[src/rtl/pc_pkg.sv]
// Shared constants and the next-PC select encoding for the fetch sequencer.
package pc_pkg;

   localparam int unsigned DEFAULT_WIDTH        = 32;
   localparam logic [31:0] DEFAULT_RESET_VECTOR = 32'h3000;
   localparam int unsigned DEFAULT_RAS_DEPTH    = 4;

   // Pseudo-direct jumps replace the low 28 bits of pc_plus4.
   localparam int unsigned REGION_BITS = 28;

   typedef enum logic [2:0] {
      SEQ,
      BRANCH,
      RET,
      JREG,
      JUMP,
      HOLD
   } pc_sel_e;

endpackage

[src/rtl/ras_stack.sv]
// Circular return-address stack. A push onto a full stack overwrites the
// oldest entry and sets the sticky overflow flag.
module ras_stack #(
   parameter int unsigned WIDTH = 32,
   parameter int unsigned DEPTH = 4
) (
   input  logic             clk,
   input  logic             rst,
   input  logic             push,
   input  logic             pop,
   input  logic             replace,
   input  logic [WIDTH-1:0] wdata,
   output logic [WIDTH-1:0] top,
   output logic             empty,
   output logic             full,
   output logic             overflow
);

   localparam int unsigned PTR_W = $clog2(DEPTH);
   localparam int unsigned CNT_W = PTR_W + 1;
   localparam logic [CNT_W-1:0] CNT_MAX = CNT_W'(DEPTH);

   logic [WIDTH-1:0] mem_q [DEPTH];
   logic [PTR_W-1:0] ptr_q, ptr_d;   // index of the current top entry
   logic [CNT_W-1:0] cnt_q, cnt_d;
   logic             ovf_q, ovf_d;
   logic             wr_en;
   logic [PTR_W-1:0] wr_idx;

   assign top      = mem_q[ptr_q];
   assign empty    = (cnt_q == '0);
   assign full     = (cnt_q == CNT_MAX);
   assign overflow = ovf_q;

   // Pointer/count/flag next state and entry write selection.
   always_comb begin
      ptr_d  = ptr_q;
      cnt_d  = cnt_q;
      ovf_d  = ovf_q;
      wr_en  = 1'b0;
      wr_idx = ptr_q;
      if (push) begin
         ptr_d  = ptr_q + PTR_W'(1);
         wr_en  = 1'b1;
         wr_idx = ptr_q + PTR_W'(1);
         if (full) begin
            ovf_d = 1'b1;
         end else begin
            cnt_d = cnt_q + CNT_W'(1);
         end
      end else if (replace) begin
         wr_en  = 1'b1;
         wr_idx = ptr_q;
      end else if (pop && !empty) begin
         ptr_d = ptr_q - PTR_W'(1);
         cnt_d = cnt_q - CNT_W'(1);
      end
   end

   // Control state; reset discards the stack without clearing entries.
   always_ff @(posedge clk) begin
      if (rst) begin
         ptr_q <= '0;
         cnt_q <= '0;
         ovf_q <= 1'b0;
      end else begin
         ptr_q <= ptr_d;
         cnt_q <= cnt_d;
         ovf_q <= ovf_d;
      end
   end

   // Entry storage, no reset needed.
   always_ff @(posedge clk) begin
      if (!rst && wr_en) begin
         mem_q[wr_idx] <= wdata;
      end
   end

endmodule

[src/rtl/pc_sequencer.sv]
// Fetch-address sequencer: selects the next PC from stall, branch, return,
// register jump, pseudo-direct jump or sequential flow, and manages the RAS.
module pc_sequencer
   import pc_pkg::*;
#(
   parameter int unsigned     WIDTH        = DEFAULT_WIDTH,
   parameter logic [WIDTH-1:0] RESET_VECTOR = WIDTH'(DEFAULT_RESET_VECTOR),
   parameter int unsigned     RAS_DEPTH    = DEFAULT_RAS_DEPTH
) (
   input  logic             clk,
   input  logic             rst,
   input  logic             stall,
   input  logic             branch_taken,
   input  logic [WIDTH-1:0] branch_offset,
   input  logic             jump,
   input  logic [25:0]      jump_target,
   input  logic             jump_reg,
   input  logic [WIDTH-1:0] reg_target,
   input  logic             call,
   input  logic             ret,
   output logic [WIDTH-1:0] pc_out,
   output logic [WIDTH-1:0] pc_plus4,
   output logic             ras_empty,
   output logic             ras_full,
   output logic             ret_miss,
   output logic             ras_overflow
);

   // Keeps only the bits above the pseudo-direct region.
   localparam logic [WIDTH-1:0] REGION_KEEP = ~WIDTH'({REGION_BITS{1'b1}});

   logic [WIDTH-1:0] pc_q, pc_d;
   logic             miss_q, miss_d;
   pc_sel_e          sel;
   logic             ras_push, ras_pop, ras_replace;
   logic [WIDTH-1:0] ras_top;
   logic [WIDTH-1:0] branch_addr, jump_addr, jreg_addr;

   assign pc_out   = pc_q;
   assign ret_miss = miss_q;
   assign pc_plus4 = pc_q + WIDTH'(4);

   assign branch_addr = pc_plus4 + (branch_offset << 2);
   assign jump_addr   = (pc_plus4 & REGION_KEEP) | WIDTH'({jump_target, 2'b00});
   assign jreg_addr   = reg_target & ~WIDTH'(3);

   // Priority select plus stack operation for this cycle.
   always_comb begin
      sel         = SEQ;
      ras_push    = 1'b0;
      ras_pop     = 1'b0;
      ras_replace = 1'b0;
      miss_d      = 1'b0;
      if (stall) begin
         sel = HOLD;
      end else if (branch_taken) begin
         sel = BRANCH;
      end else if (ret) begin
         if (ras_empty) begin
            sel      = SEQ;
            miss_d   = 1'b1;
            ras_push = call && jump_reg;
         end else begin
            sel = RET;
            // A return that is also a register call swaps the top link.
            if (call && jump_reg) begin
               ras_replace = 1'b1;
            end else begin
               ras_pop = 1'b1;
            end
         end
      end else if (jump_reg) begin
         sel      = JREG;
         ras_push = call;
      end else if (jump) begin
         sel      = JUMP;
         ras_push = call;
      end
   end

   // Next-PC mux.
   always_comb begin
      pc_d = pc_q;
      case (sel)
         SEQ:     pc_d = pc_plus4;
         BRANCH:  pc_d = branch_addr;
         RET:     pc_d = ras_top;
         JREG:    pc_d = jreg_addr;
         JUMP:    pc_d = jump_addr;
         default: pc_d = pc_q;
      endcase
   end

   // PC and return-miss pulse registers.
   always_ff @(posedge clk) begin
      if (rst) begin
         pc_q   <= RESET_VECTOR;
         miss_q <= 1'b0;
      end else begin
         pc_q   <= pc_d;
         miss_q <= miss_d;
      end
   end

   ras_stack #(
      .WIDTH (WIDTH),
      .DEPTH (RAS_DEPTH)
   ) u_ras (
      .clk      (clk),
      .rst      (rst),
      .push     (ras_push),
      .pop      (ras_pop),
      .replace  (ras_replace),
      .wdata    (pc_plus4),
      .top      (ras_top),
      .empty    (ras_empty),
      .full     (ras_full),
      .overflow (ras_overflow)
   );

endmodule

[config.mk]
export PLATFORM = sky130hd
export DESIGN_NAME = pc_sequencer
export DESIGN_NICKNAME = d
export VERILOG_FILES = /design/src/rtl/pc_pkg.sv /design/src/rtl/ras_stack.sv /design/src/rtl/pc_sequencer.sv
export SDC_FILE = /design/constraint.sdc
export NUM_CORES = 1
export LEC_CHECK = 0
export CAP_MARGIN = 20
export CORE_AREA = 2 2 135 137
export CTS_CLUSTER_SIZE = 12
export DETAILED_ROUTE_END_ITERATION = 10
export DIE_AREA = 0 0 137 139
export PLACE_DENSITY = 0.86
export SLEW_MARGIN = 20
export SYNTH_ARGS = -nofsm -noshare
export SYNTH_HDL_FRONTEND = slang
export SYNTH_SLANG_ARGS = --single-unit
[constraint.sdc]
create_clock -name clk -period 4.16 [get_ports clk]
set_input_delay 0.416 -clock clk [delete_from_list [all_inputs] [get_ports clk]]
set_output_delay 0.416 -clock clk [all_outputs]
set_load 0.05 [all_outputs]
Word-level counts from Yosys, hierarchy flattened --
Memories as Yosys holds them, arrays and structs flattened. A register that Yosys moved wholly into a read port is not among the register bits. Cells that the tools add are included.
Storage, ports and cells: bits in registers 39, bits of input ports 98, output and inout port bits 68, bits in writable memories 128, memories kept 1, word-level logic and storage cells 72
Memory list:
- u_ras.mem_q | depth 4, width 32, rd ports 1, clocked after Yosys merged registers in 1, write ports 1, RTL line ras_stack.sv:23 | logic [WIDTH-1:0] mem_q [DEPTH];
Operators by class: muxes and demuxes 38, eq/ne operators 7, $add $sub $neg 6, reduce and logical (&&, ||, !) cells 13, bitwise operators 2
Operators by type and width (number):
- $pmux W32 S5 | 1
- $add A32 B3 Y32 const B | 1
- $add A32 B32 Y32 | 1
- $or A32 B28 Y32 | 1
- $mux W3 | 9
- $mux W1 | 21
- $mux W2 | 7
- $eq A3 B2 Y1 const B | 2
- $eq A3 B3 Y1 const B | 2
- $logic_not A3 Y1 | 2
- $reduce_bool A5 Y1 | 1
- $ne A2 B2 Y1 const B | 2
- $reduce_and A2 Y1 | 2
- $reduce_or A4 Y1 | 1
- $add A3 B1 Y3 const B | 1
- $eq A3 B1 Y1 const B | 1
- $logic_and A1 B1 Y1 | 3
- $reduce_and A3 Y1 | 1
- $sub A3 B1 Y3 const B | 1
- $add A2 B1 Y2 const B | 1
- $logic_not A1 Y1 | 2
- $reduce_bool A2 Y1 | 1
- $sub A2 B1 Y2 const B | 1
- $not A1 Y1 | 1

Depth between registers and ports, before layout --
depth in word-level cells 12, mapped depth 16, gate-level depth less buffers 15

Modules after synthesis --
Synthesis repeated with hierarchy kept, for this count alone.
Unflattened totals: cells, all modules 764, area, all modules 9167.5 um2
By module, submodules not included:
- ras_stack | area an instance 5128.7 um2, sequential area each 4003.8 um2, cells an instance 225, instances 1
- pc_sequencer | area an instance 4038.9 um2, sequential area each 660.6 um2, cells an instance 539, instances 1

Worst setup path before layout --
OpenSTA, ideal clock, no wires.
path type register to register, from register pc_q[2] (netlist: pc_out[2]), to register pc_q[27] (netlist: pc_out[27]), data required time 4.028 ns, slack -0.551 ns, arrival 4.578 ns, clock period less this slack 4.711 ns, cell stages (with the launch flop) 17, path through dfxtp_1 > ha_1 > and4_2 > clkbuf_1 > nand4_1 > nor3_1 > xor2_1 > ha_1 > clkbuf_1 > a21o_1 > o21bai_1 > nor2b_1 > nor2_1 > nand2_1 > or3_1 > a31oi_1 > o32ai_1
On the way: word-level cells in the longest chain between the ends 3
Ends and longest elaborated chain:
- start: declaration | RTL line pc_sequencer.sv:32 | logic [WIDTH-1:0] pc_q, pc_d;
- start signal: assignment | RTL line pc_sequencer.sv:100 | pc_q <= pc_d;
- $add A32 B3 Y32 | RTL line pc_sequencer.sv:41 | assign pc_plus4 = pc_q + WIDTH'(4);
- net pc_plus4[22] | RTL line pc_sequencer.sv:22 | output logic [WIDTH-1:0] pc_plus4,
- $add A32 B32 Y32 | RTL line pc_sequencer.sv:43 | assign branch_addr = pc_plus4 + (branch_offset << 2);
- $pmux W32 S5 | RTL line pc_sequencer.sv:84 | case (sel)
The timed path passes the listed nets, and every way through them passes these cells. A chain may end at the register's enable or synchronous reset.

Worst setup path after layout --
from register pc_q[2] (netlist: pc_out[2]), to register pc_q[27] (netlist: pc_out[27])
On the way: word-level cells in the longest chain between the ends 3
Ends and longest elaborated chain (RTL line):
- $add A32 B3 Y32 (*) | pc_sequencer.sv:41
- $add A32 B32 Y32 | pc_sequencer.sv:43
- $pmux W32 S5 (*) | pc_sequencer.sv:84
Mark *: on every way between the ends. The rest lies on a longest branch, timed or not.

==> summary by stage <==
Logic synthesis
After synthesis, the largest area contributor takes up 41.96% of total cell area. For this run, asynchronously set or reset flops after synthesis account for 0%. The fraction of the yosys area taken by sequential cells is 50.92%. Averaged over all synthesized cells, the footprint is 11.90 um2. For this run, the leading register cell type out of synthesis is edfxtp_1.

Ranked by total cell area, the synthesized netlist is headed by edfxtp_1 42%, dfxtp_1 9.0%, mux4_2 7.9%. The number of library cell types mapped by synthesis is 71. Yosys printed 0 warnings. When the netlist entered floorplanning its net count stood at 906.

In this run, synthesis produced a sequential element count of 169. edfxtp_1 is the most common cell in the netlist. The leading area contributor after synthesis is edfxtp_1. The number of flops mapped to enable cells by yosys is 128.

By count the netlist is led by 128 x edfxtp_1, 62 x nand2_1, 53 x a21oi_1, 51 x nor2_1, 41 x dfxtp_1. The instance count of the mapped netlist is 770. Summing every instance area after synthesis gives 9160 um2.

STA
The final setup violation count is 0. Based on the critical path, the design can be clocked at up to 257.1 MHz. At the pin with the least slew margin, the transition time is 0.9355 ns. The final-report hold violation count is 0.

Setup repair after global routing left no endpoint under its margin. In this run the tightest slew margin relative to its limit is 37.63%. Of the available clock period, the critical path in the final layout requires 93.49%. The time the final worst path needs with I/O delays and setup is 3.889 ns. The worst-case clock skew is 0.007914 ns. The final max-slew violation count came to 0.

Power and ir drop
For this design the ratio of total power to cell area is 385.0 nW/um2. IR analysis of the VDD net gives a maximum drop of 0.3423 mV. The analysis attributes to net switching a power of 1.449 mW. The net switching fraction of the power is 31.79%.

The internal power of the cells totals 3.109 mW. The clock network fraction of design power is 32.0%. In this run, the combinational gates consume 25.4% of the power. The portion of total power attributed to sequential cells is 42.6%.

The static leakage is 4.242 nW.

Outcome
The run finished with clean final reports.

Finish
For this run, the post-layout net count is 1,085. The number of antenna diodes is 0. The number of filler cells placed in the layout is 1,275.

Of the cells placed in the final design, the portion with a size suffix greater than 1 is 14.97%. The finished cells cover 11,840 um2. The final cell count without fillers is 1,191.

The area growth from synthesis to layout is 29.25%.

Route
Using the TritonRoute via totals, the vias-per-cell ratio works out to 6.378. After detailed routing, the number of remaining DRC violations is 0. The first TritonRoute pass finished after 5 iterations. The first-iteration detailed-routing DRC count is 909. After detailed routing, the total wire length is 27,400 um. The final routed wire length divided by cell count is 23.00 um.

The detail route stage leaves a number of antenna-violating nets equal to 0. The final route contains 7,596 vias.

GRT
The via count of the first global-routing pass is 7,283. The maximum number of pins on one net before global-route repair is 59. The global-route usage over all layers is 29.19%.

The number of antenna violations at the first check in global routing is 0. The global-route wire length before repair is 41,350 um. The remaining global-route overflow is 0.

Place
Once detailed placement completed, the half-perimeter wirelength came to 19,520 um. Input and output buffers added on the ports amount to 161. The final weighted congestion in routability-driven placement is 0.9986. The total cell area at the placement stage is 11,290 um2. The number of placed instances with taps included is 1,158.

Worst setup path
STA classifies the critical path startpoint as a flip-flop. In this run the worst path has a maximum fanout of 6. Among cell families on the critical path, the largest total delay comes from simple AND/OR/NAND/NOR gates. The signal on the critical path passes through ha_1 > and4_2 > nand2_1 > nor2_1 > and3_2 > xor2_4 > ha_1 > a21oi_1 > o21bai_1 > nor2b_1 > nor2_1 > nand2_1 > or3_1 > a31oi_1 > o32ai_1. The worst register-to-register path begins at pc_out[2]. The worst path arrival time is 4.19 ns. In this run the worst setup path begins at pc_out[2]. The critical-path cell with the highest stage delay is dfxtp_2.

For this run, the slowest stage of the critical path takes 0.40 ns. Data on the critical path is required at its endpoint by 4.46 ns. The number of buffer and inverter instances along the worst setup path is 0. The critical path capture point type is a flip-flop.

The critical path is of the flip-flop to flip-flop type.

Clock tree
The clock edge transition at the registers on the reported setup and hold paths is 0.07 ns. The total clock sinks is 169. Buffers inserted during clock tree synthesis total 17. The largest buffer count on any clock path is 2.

The cell sitting at the root of the clock tree is a clkbuf_16. The TritonCTS clock tree is yes. In this run the number of H-tree levels came out at 4. At the later pin of the worst-skew pair, clock insertion delay measures 0.44 ns.

Floorplan
The die covers 19,040 um2. The die is 139 um tall. Pin placement for this block handled 166 I/O pins.

The die is 137 um wide. The effective utilization at floorplan is 51.88%. The initialized floorplan defines 49 standard-cell rows. The region available for standard cell placement spans 17,660 um2.

Worst hold path
The type of the worst min-delay path is input pin to flip-flop. The worst hold path startpoint is stall.

Run
The count of max-cap constraint violations is 0.
stage by stage:
stage	util [%]	setup TNS (ns)	hold slack (ns)	setup slack (ns)	total power, mW
after floorplan	-	-0.04043	0.4914	-0.03492	2.687
after global placement	63.92	0	0.4530	0.3932	3.087
after detailed placement	63.92	0	0.4609	0.3228	3.104
after CTS	66.93	0	0.3193	0.2548	4.542
after global routing	67.05	0	0.3537	0.03241	4.704
final	67.05	0	0.3336	0.2710	4.558
layout make-up:
type,instances,area [um2],area share (%)
clock buffers,20,436.7,3.688
clock inverters,12,93.84,0.7926
inverters,18,67.56,0.5707
multi-input cells,543,4372,36.93
flip-flops and latches,169,4671,39.45
well taps,229,286.5,2.420
repair buffers,200,1912,16.15
cell usage in the layout (no fill, tap or decap), types with 10 or more instances in the layout:
| cell type | instances |
|---|---|
| a211oi_1 | 10 |
| a21o_1 | 13 |
| a21oi_1 | 53 |
| a221oi_1 | 11 |
| a222oi_1 | 20 |
| a31oi_1 | 11 |
| buf_4 | 38 |
| clkbuf_16 | 17 |
| clkdlybuf4s50_1 | 160 |
| dfxtp_1 | 36 |
| edfxtp_1 | 128 |
| ha_1 | 36 |
| inv_1 | 17 |
| mux4_2 | 32 |
| nand2_1 | 62 |
| nand3_1 | 12 |
| nand4_1 | 10 |
| nor2_1 | 49 |
| nor3_1 | 17 |
| o21ai_0 | 25 |
| xnor2_1 | 23 |
| xor2_1 | 13 |
cells by family (layout without fill, tap and decap cells):
kind of cell             Yosys count  count (layout)  share of synthesized area (%)
AO/OA/AOI/OAI                    210             210                          16.01
XOR/XNOR                          53              53                          5.314
adder cells (fa/ha/maj)           38              38                          5.354
buffers and inverters             58             250                          3.046
flip-flops                       169             169                          50.92
multiplexers                      35              35                          8.196
AND/OR/NAND/NOR                  207             207                          11.16
worst register-to-register path, cell delays in order, from the launching register on:
cell and delay (ns):
dfxtp_2 0.40, ha_1 0.27, and4_2 0.32, nand2_1 0.12
nor2_1 0.26, and3_2 0.31, xor2_4 0.26, ha_1 0.35
a21oi_1 0.21, o21bai_1 0.14, nor2b_1 0.15, nor2_1 0.15
nand2_1 0.11, or3_1 0.37, a31oi_1 0.22, o32ai_1 0.12
power by group through the flow:
stage / Combinational [mW] / Clock [mW] / Sequential, mW
3_3_place_gp: 1.11 / 0 / 1.98
6_report: 1.16 / 1.46 / 1.94
2_1_floorplan: 0.627 / 0 / 2.06
3_5_place_dp: 1.13 / 0 / 1.98
5_1_grt: 1.22 / 1.53 / 1.95
4_1_cts: 1.14 / 1.47 / 1.94
flip-flops by register name (all words and copies together) (netlist names), named ones only:
name,count
pc_out,32
ret_miss,1
u_ras.cnt_q,3
u_ras.mem_q,128
u_ras.overflow,1
u_ras.ptr_q,2
metal layers:
layer / GRT usage, % / routed length, um / vias to the layer above
met2: 45.48 / 12740 / 445
met5: 0 / 0 / -
li1: - / - / 3382
met1: 41.02 / 11090 / 3707
met3: 5.300 / 2729 / 62
met4: 10.58 / 832 / 0
worst paths after layout:
path                                  endpoint  slack [ns]  depth (start not counted)
worst min register to register  u_ras.overflow        0.48                          2
worst max-delay path                pc_out[27]        0.27                         15
worst max register to register      pc_out[27]        0.27                         15
worst min-delay path                  ret_miss        0.33                          4
what timing repair did:
item,4_1_cts,5_1_grt
gates resized for setup,0,3
setup endpoints to repair,0,1
hold buffers,0,0
buffers inserted,0,1
No activity file was read; power rests on OpenSTA's default activity.
